### src/rtl/cnn_pkg.sv
// Shared layer-2 constants for the conv2 -> maxpool -> LRN/conv3 path.
package cnn_pkg;

    localparam int unsigned DATA_W      = 16;
    localparam int unsigned L2_IMG_W    = 27;
    localparam int unsigned L2_IMG_H    = 27;
    localparam int unsigned L2_OUT_W    = 13;
    localparam int unsigned L2_OUT_H    = 13;
    localparam int unsigned L2_CHANNELS = 256;

endpackage

### src/rtl/maxpool3s2_stream_max2_s.sv
// Combinational signed two-input maximum.
module max2_s #(
    parameter int unsigned DATA_W = 16
) (
    input  logic signed [DATA_W-1:0] a,
    input  logic signed [DATA_W-1:0] b,
    output logic signed [DATA_W-1:0] max_c
);

    assign max_c = (a > b) ? a : b;

endmodule

### src/rtl/maxpool3s2_stream.sv
// Streaming 3x3 stride-2 max-pool over one raster-ordered plane at a time,
// with a single registered output slot.
module maxpool3s2_stream #(
    parameter int unsigned DATA_W = cnn_pkg::DATA_W,
    parameter int unsigned IMG_W  = cnn_pkg::L2_IMG_W,
    parameter int unsigned IMG_H  = cnn_pkg::L2_IMG_H
) (
    input  logic              clk,
    input  logic              rst,
    input  logic              in_valid,
    output logic              in_ready,
    input  logic [DATA_W-1:0] in_data,
    output logic              out_valid,
    input  logic              out_ready,
    output logic [DATA_W-1:0] out_data,
    output logic              out_last
);

    localparam int unsigned OUT_W = (IMG_W - 1) / 2;
    localparam int unsigned CW    = $clog2(IMG_W);
    localparam int unsigned RW    = $clog2(IMG_H);
    localparam int unsigned OCW   = (OUT_W > 1) ? $clog2(OUT_W) : 1;

    logic [CW-1:0]            col_q, col_d;
    logic [RW-1:0]            row_q, row_d;
    logic signed [DATA_W-1:0] hacc_q, hacc_d;
    logic signed [DATA_W-1:0] vacc_q [OUT_W];
    logic signed [DATA_W-1:0] vacc_d [OUT_W];
    logic                     out_valid_q, out_valid_d;
    logic [DATA_W-1:0]        out_data_q, out_data_d;
    logic                     out_last_q, out_last_d;

    logic                     accept_c;
    logic                     win_done_c;
    logic [OCW-1:0]           oc_c;
    logic signed [DATA_W-1:0] in_s_c;
    logic signed [DATA_W-1:0] h_max_c;
    logic signed [DATA_W-1:0] h_c;
    logic signed [DATA_W-1:0] vacc_rd_c;
    logic signed [DATA_W-1:0] v_max_c;

    assign in_ready   = !rst && (!out_valid_q || out_ready);
    assign accept_c   = in_valid && in_ready;
    assign in_s_c     = $signed(in_data);
    assign win_done_c = (col_q != '0) && !col_q[0];
    assign oc_c       = win_done_c ? OCW'(col_q[CW-1:1] - (CW-1)'(1)) : '0;
    assign h_c        = (col_q == '0) ? in_s_c : h_max_c;
    assign vacc_rd_c  = vacc_q[oc_c];

    max2_s #(.DATA_W(DATA_W)) u_hmax (.a(hacc_q),    .b(in_s_c), .max_c(h_max_c));
    max2_s #(.DATA_W(DATA_W)) u_vmax (.a(vacc_rd_c), .b(h_c),    .max_c(v_max_c));

    // Counters, horizontal/vertical accumulation and the output slot.
    always_comb begin
        col_d       = col_q;
        row_d       = row_q;
        hacc_d      = hacc_q;
        vacc_d      = vacc_q;
        out_valid_d = out_valid_q && !out_ready;
        out_data_d  = out_data_q;
        out_last_d  = out_last_q && !out_ready;

        if (accept_c) begin
            // Odd column extends the window; col 0 and shared even columns restart it.
            hacc_d = col_q[0] ? h_c : in_s_c;

            if (col_q == CW'(IMG_W - 1)) begin
                col_d = '0;
                row_d = (row_q == RW'(IMG_H - 1)) ? '0 : row_q + RW'(1);
            end else begin
                col_d = col_q + CW'(1);
            end

            if (win_done_c) begin
                if (row_q == '0) begin
                    vacc_d[oc_c] = h_c;
                end else if (row_q[0]) begin
                    vacc_d[oc_c] = v_max_c;
                end else begin
                    out_valid_d  = 1'b1;
                    out_data_d   = v_max_c;
                    out_last_d   = (row_q == RW'(IMG_H - 1)) && (col_q == CW'(IMG_W - 1));
                    vacc_d[oc_c] = h_c;
                end
            end
        end
    end

    always_ff @(posedge clk) begin
        if (rst) begin
            col_q       <= '0;
            row_q       <= '0;
            hacc_q      <= '0;
            out_valid_q <= 1'b0;
            out_data_q  <= '0;
            out_last_q  <= 1'b0;
        end else begin
            col_q       <= col_d;
            row_q       <= row_d;
            hacc_q      <= hacc_d;
            out_valid_q <= out_valid_d;
            out_data_q  <= out_data_d;
            out_last_q  <= out_last_d;
        end
    end

    // Row buffer is always written at row 0 before it is read, so it needs no reset.
    always_ff @(posedge clk) begin
        for (int i = 0; i < int'(OUT_W); i++) begin
            vacc_q[i] <= vacc_d[i];
        end
    end

    assign out_valid = out_valid_q;
    assign out_data  = out_data_q;
    assign out_last  = out_last_q;

endmodule

### config.mk
export PLATFORM = sky130hd
export DESIGN_NAME = maxpool3s2_stream
export DESIGN_NICKNAME = d
export VERILOG_FILES = /design/src/rtl/cnn_pkg.sv /design/src/rtl/maxpool3s2_stream_max2_s.sv /design/src/rtl/maxpool3s2_stream.sv
export SDC_FILE = /design/constraint.sdc
export NUM_CORES = 1
export LEC_CHECK = 0
export BUFFER_PORTS_ARGS = -buffer_cell sky130_fd_sc_hd__buf_2
export CORE_MARGIN = 2
export CORE_UTILIZATION = 30
export CTS_CLUSTER_SIZE = 8
export DETAILED_ROUTE_END_ITERATION = 16
export MAX_ROUTING_LAYER = met4
export PLACE_DENSITY_LB_ADDON = 0.2
export SETUP_SLACK_MARGIN = 0.05
export SLEW_MARGIN = 5
export SYNTH_ARGS = -nofsm -noshare
export SYNTH_HDL_FRONTEND = slang
export SYNTH_SLANG_ARGS = --single-unit
### constraint.sdc
create_clock -name clk -period 8.1 [get_ports clk]
set_clock_uncertainty 0.1 [all_clocks]
set_input_delay 1.62 -clock clk [delete_from_list [all_inputs] [get_ports clk]]
set_output_delay 1.62 -clock clk [all_outputs]
set_load 0.01 [all_outputs]
==> run_results.csv <==
group,metric,value,unit
timing,finalHoldViolations,0,
run,cap_violations,0,
timing,rsz0062_at_grt,"no",
worst_setup_path,cp_num_buf_inv,2,
logic_synthesis,synthAdderAreaFrac,2.73,%
grt,grt_overflow,0,
final_layout,fin_area,19300,sq um
worst_setup_path,critPathMaxStageDelay,0.82,ns
clock_network,cts.clk_slew.worst_paths,0.05,ns
grt,grt_pass1_wl,93900,um
placement,placed_cell_area,18200,sq um
power,worst_ir_drop_vdd,0.000151,V
power,p_leak,6.15,nW
worst_setup_path,crit_slowest_cell,"and3_1",
worst_setup_path,worstPathCellList,"buf_2 > inv_1 > ha_1 > a21oi_1 > o21ai_0 > a211o_1 > o21ai_1 > or2_2 > mux2i_1 > ha_1 > nand4_1 > or2_2 > nor3_1 > o21ai_0 > o31ai_2 > or3_2 > and3_1 > o32ai_2",
grt,grt_pass1_vias,13700,
detailed_routing,wl_per_cell,25.7,um
timing,tightest_slew,1.26,ns
final_layout,seqCellArea,7130,sq um
floorplan,dieHeight,245,um
logic_synthesis,synthXorXnorAreaFrac,0.547,%
detailed_routing,wl,63000,um
floorplan,die_w,245,um
worst_setup_path,crit_required,8.25,ns
grt,grt_max_degree,117,
worst_setup_path,worst_setup_path_start_kind,"input port",
worst_setup_path,worstRegToRegCells,16,
hold_path,worstHoldStart,"out_valid",
timing,tns,0,ns
worst_setup_path,r2r-start,"col_q[2]",
clock_network,ctsHoldBuffers,0,
timing,fmaxAchievable,0.131,GHz
timing,relSlewSlack,15.5,%
worst_setup_path,rrSetupSlack,0.96,ns
final_layout,final_nets,1721,
hold_path,whs_path_depth,2,
floorplan,pin_count,39,
final_layout,fin_cells,2453,
detailed_routing,drt_iter0_markers,1471,
detailed_routing,drc_errors,0,
placement,gp_congestion,0.816,
worst_setup_path,critPathMaxFanout,24,
timing,drv_slew,0,
logic_synthesis,synth_top_family_by_area,"compound AO/OA/AOI/OAI gates",
logic_synthesis,syn_avg_cell_area,10.2,sq um
logic_synthesis,syn_area,17400,sq um
clock_network,cts-resized-gates,0,
grt,antenna_found_initial,1,
clock_network,postCtsSetupBuffers,0,
floorplan,initial_core_util,30.3,%
final_layout,drive_gt1_share,23.1,%
logic_synthesis,async_flop_share,0,%
outcome,outcome,"complete, no violations",
worst_setup_path,path_class,"input port to flop",
clock_network,cts.htree.levels,2,
logic_synthesis,synth-edff-count,208,
logic_synthesis,syn_nets,1769,
floorplan,coreArea,57500,sq um
timing,timing.final.crit_share,94.4,%
detailed_routing,vias,14400,
placement,dp.cells,2389,
placement,dpl.hpwl,39400,um
logic_synthesis,yosysWarningCount,0,
logic_synthesis,synth-seq-cells,252,
clock_network,cts_buffers,37,
clock_network,clockBufferDepth,3,
power,p_per_area,219,nW/um^2
logic_synthesis,netlist_top_cells_area,"edfxtp_1, o32ai_2, a21oi_1",
final_layout,multiInputGateArea,9250,sq um
detailed_routing,dr.pass1.iters,6,
logic_synthesis,synth_compound_area_share,32.6,%
detailed_routing,post_drt_via_cell_ratio,5.87,
clock_network,cts_tree,"yes",
worst_setup_path,cp.arrival,7.80,ns
logic_synthesis,syn_inst,1711,
clock_network,clock_latency,0.56,ns
logic_synthesis,synth.distinct_cells,74,
timing,finalSetupViolations,0,
clock_network,clockRootBuffer,"clkbuf_16",
logic_synthesis,yosysTopAreaCellShare,35.9,%
timing,min_period,7.65,ns
floorplan,rows,88,
logic_synthesis,ys.flop_type,"edfxtp_1",
logic_synthesis,yosysSeqAreaShare,41.0,%
logic_synthesis,yosys.area.top_type,"edfxtp_1",
hold_path,min_to,"out_valid",
logic_synthesis,synthMuxAreaShare,4.76,%
logic_synthesis,synthSimpleGateAreaFrac,11.7,%
final_layout,area_growth,11.0,%
placement,io_buffer_count,38,
final_layout,fillers,5809,
hold_path,holdCritPathClass,"flop to flop",
worst_setup_path,cpLargestDelayFamily,"simple AND/OR/NAND/NOR gates",
worst_setup_path,r2r_end,"vacc_q[83]",
grt,track_usage,21.4,%
clock_network,cts.sinks,252,
final_layout,diodes,0,
worst_setup_path,end_kind,"flop",
floorplan,dieArea,59900,sq um
detailed_routing,ant_nets,0,
-- metrics by stage --
stage	power (mW)	util (%)	setup slack, ns	hold slack [ns]
2_1_floorplan	2.48	-	0.823	0.360
3_3_place_gp	2.73	31.7	0.0486	0.358
3_5_place_dp	2.74	31.7	-0.0829	0.360
4_1_cts	4.26	33.6	0.497	0.367
5_1_grt	4.39	33.6	0.0789	0.407
6_report	4.24	33.6	0.450	0.365
-- registers in the layout, indices dropped and copies added (netlist names) --
name       flops
col_q          5
hacc_q        16
out_data      16
out_last       1
out_valid      1
row_q          5
vacc_q       208
-- Yosys cell counts (3+ instances only) --
library cell / n
a21oi_1: 288
buf_2: 23
clkbuf_1: 135
nand3_1: 16
o211ai_1: 4
a211oi_1: 16
buf_1: 7
and3_4: 7
xor2_1: 6
or3_1: 4
buf_4: 5
o21a_1: 3
mux2_2: 4
o21ai_0: 16
a211o_1: 3
inv_1: 26
nor4b_1: 3
o221ai_1: 36
buf_6: 31
ha_1: 38
edfxtp_1: 208
a221oi_1: 3
o31ai_2: 8
nor2b_1: 3
o32ai_2: 137
a21oi_2: 3
o31ai_1: 11
o32ai_1: 57
a22oi_4: 10
a22oi_2: 3
nor2_1: 259
nor3_1: 60
or2_2: 3
nand2_1: 47
mux2i_1: 76
and3_1: 9
a31o_2: 13
a21o_1: 3
dfxtp_1: 44
xnor2_1: 3
and2_1: 7
o21ai_1: 3
nand2b_1: 7
nand4_1: 16
o22ai_1: 14
-- per-layer routing --
| metal | track usage (%) | up-vias | share of wire (%) |
|---|---|---|---|
| met5 | - | - | 0 |
| met4 | 5.95 | 0 | 2.3 |
| met3 | 2.49 | 71 | 5.9 |
| met2 | 33.7 | 463 | 47 |
| met1 | 29.0 | 7251 | 45 |
| li1 | - | 6607 | - |
-- power breakdown --
| part | switching (mW) | total, mW | internal (mW) |
|---|---|---|---|
| clock | 0.621 | 1.51 | 0.887 |
| sequential | 0.0187 | 1.47 | 1.45 |
| combinational | 0.933 | 1.26 | 0.330 |
-- worst min-delay path, cell delays in order, from the launching register on --
cell and delay, ns:
dfxtp_1 0.31, nand2_1 0.05, a21oi_1 0.05
-- logic make-up after synthesis --
| logic type | count (synthesis) |
|---|---|
| muxes | 81 |
| DFF | 252 |
| and+or+nand+nor | 451 |
| buffers and inverters | 230 |
| AOI/OAI and AO/OA | 649 |
| adders and majority gates | 38 |
| xor gates and xnor gates | 10 |
-- final cells by class --
class	instances	share of cell area, %
Tap cell	765	4.95
Multi-Input combinational cell	1229	47.9
Sequential cell	252	36.9
Inverter	28	0.544
Clock inverter	2	0.0648
Clock buffer	62	5.50
Timing Repair Buffer	115	4.17
-- placed cells by master, fill, tap and decap left out, drive strengths merged, types with 2 or more instances in the layout --
cell / count
o22ai: 15
nand3: 16
a221oi: 4
o21ai: 19
nor4b: 4
nand2b: 7
inv: 28
buf: 115
nor3: 60
ha: 38
o32ai: 194
clkinv: 2
nand2: 47
xnor2: 4
and3: 16
or3: 4
nor2: 259
dfxtp: 44
a31o: 13
a22oi: 15
o211ai: 4
a31oi: 2
xor2: 6
a211o: 3
mux2: 4
a21o: 3
o221ai: 38
o31ai: 19
or2: 3
a211oi: 16
o21a: 3
and2: 8
nor2b: 3
edfxtp: 208
a21oi: 292
clkbuf: 62
nand4: 16
nor3b: 2
mux2i: 76
-- worst max-delay path by stage --
| stage | from | endpoint | slack [ns] | depth (start not counted) |
|---|---|---|---|---|
| finish | in_data[7] | vacc_q[83] | 0.45 | 18 |
| floorplan | in_data[5] | vacc_q[108] | 0.82 | 24 |
| global placement | in_data[15] | vacc_q[35] | 0.05 | 18 |
| detailed placement | in_data[15] | vacc_q[5] | -0.08 | 18 |
| CTS | in_data[15] | vacc_q[191] | 0.50 | 18 |
| global route | in_data[7] | vacc_q[20] | 0.08 | 18 |
(Power assumes the default switching activity.)
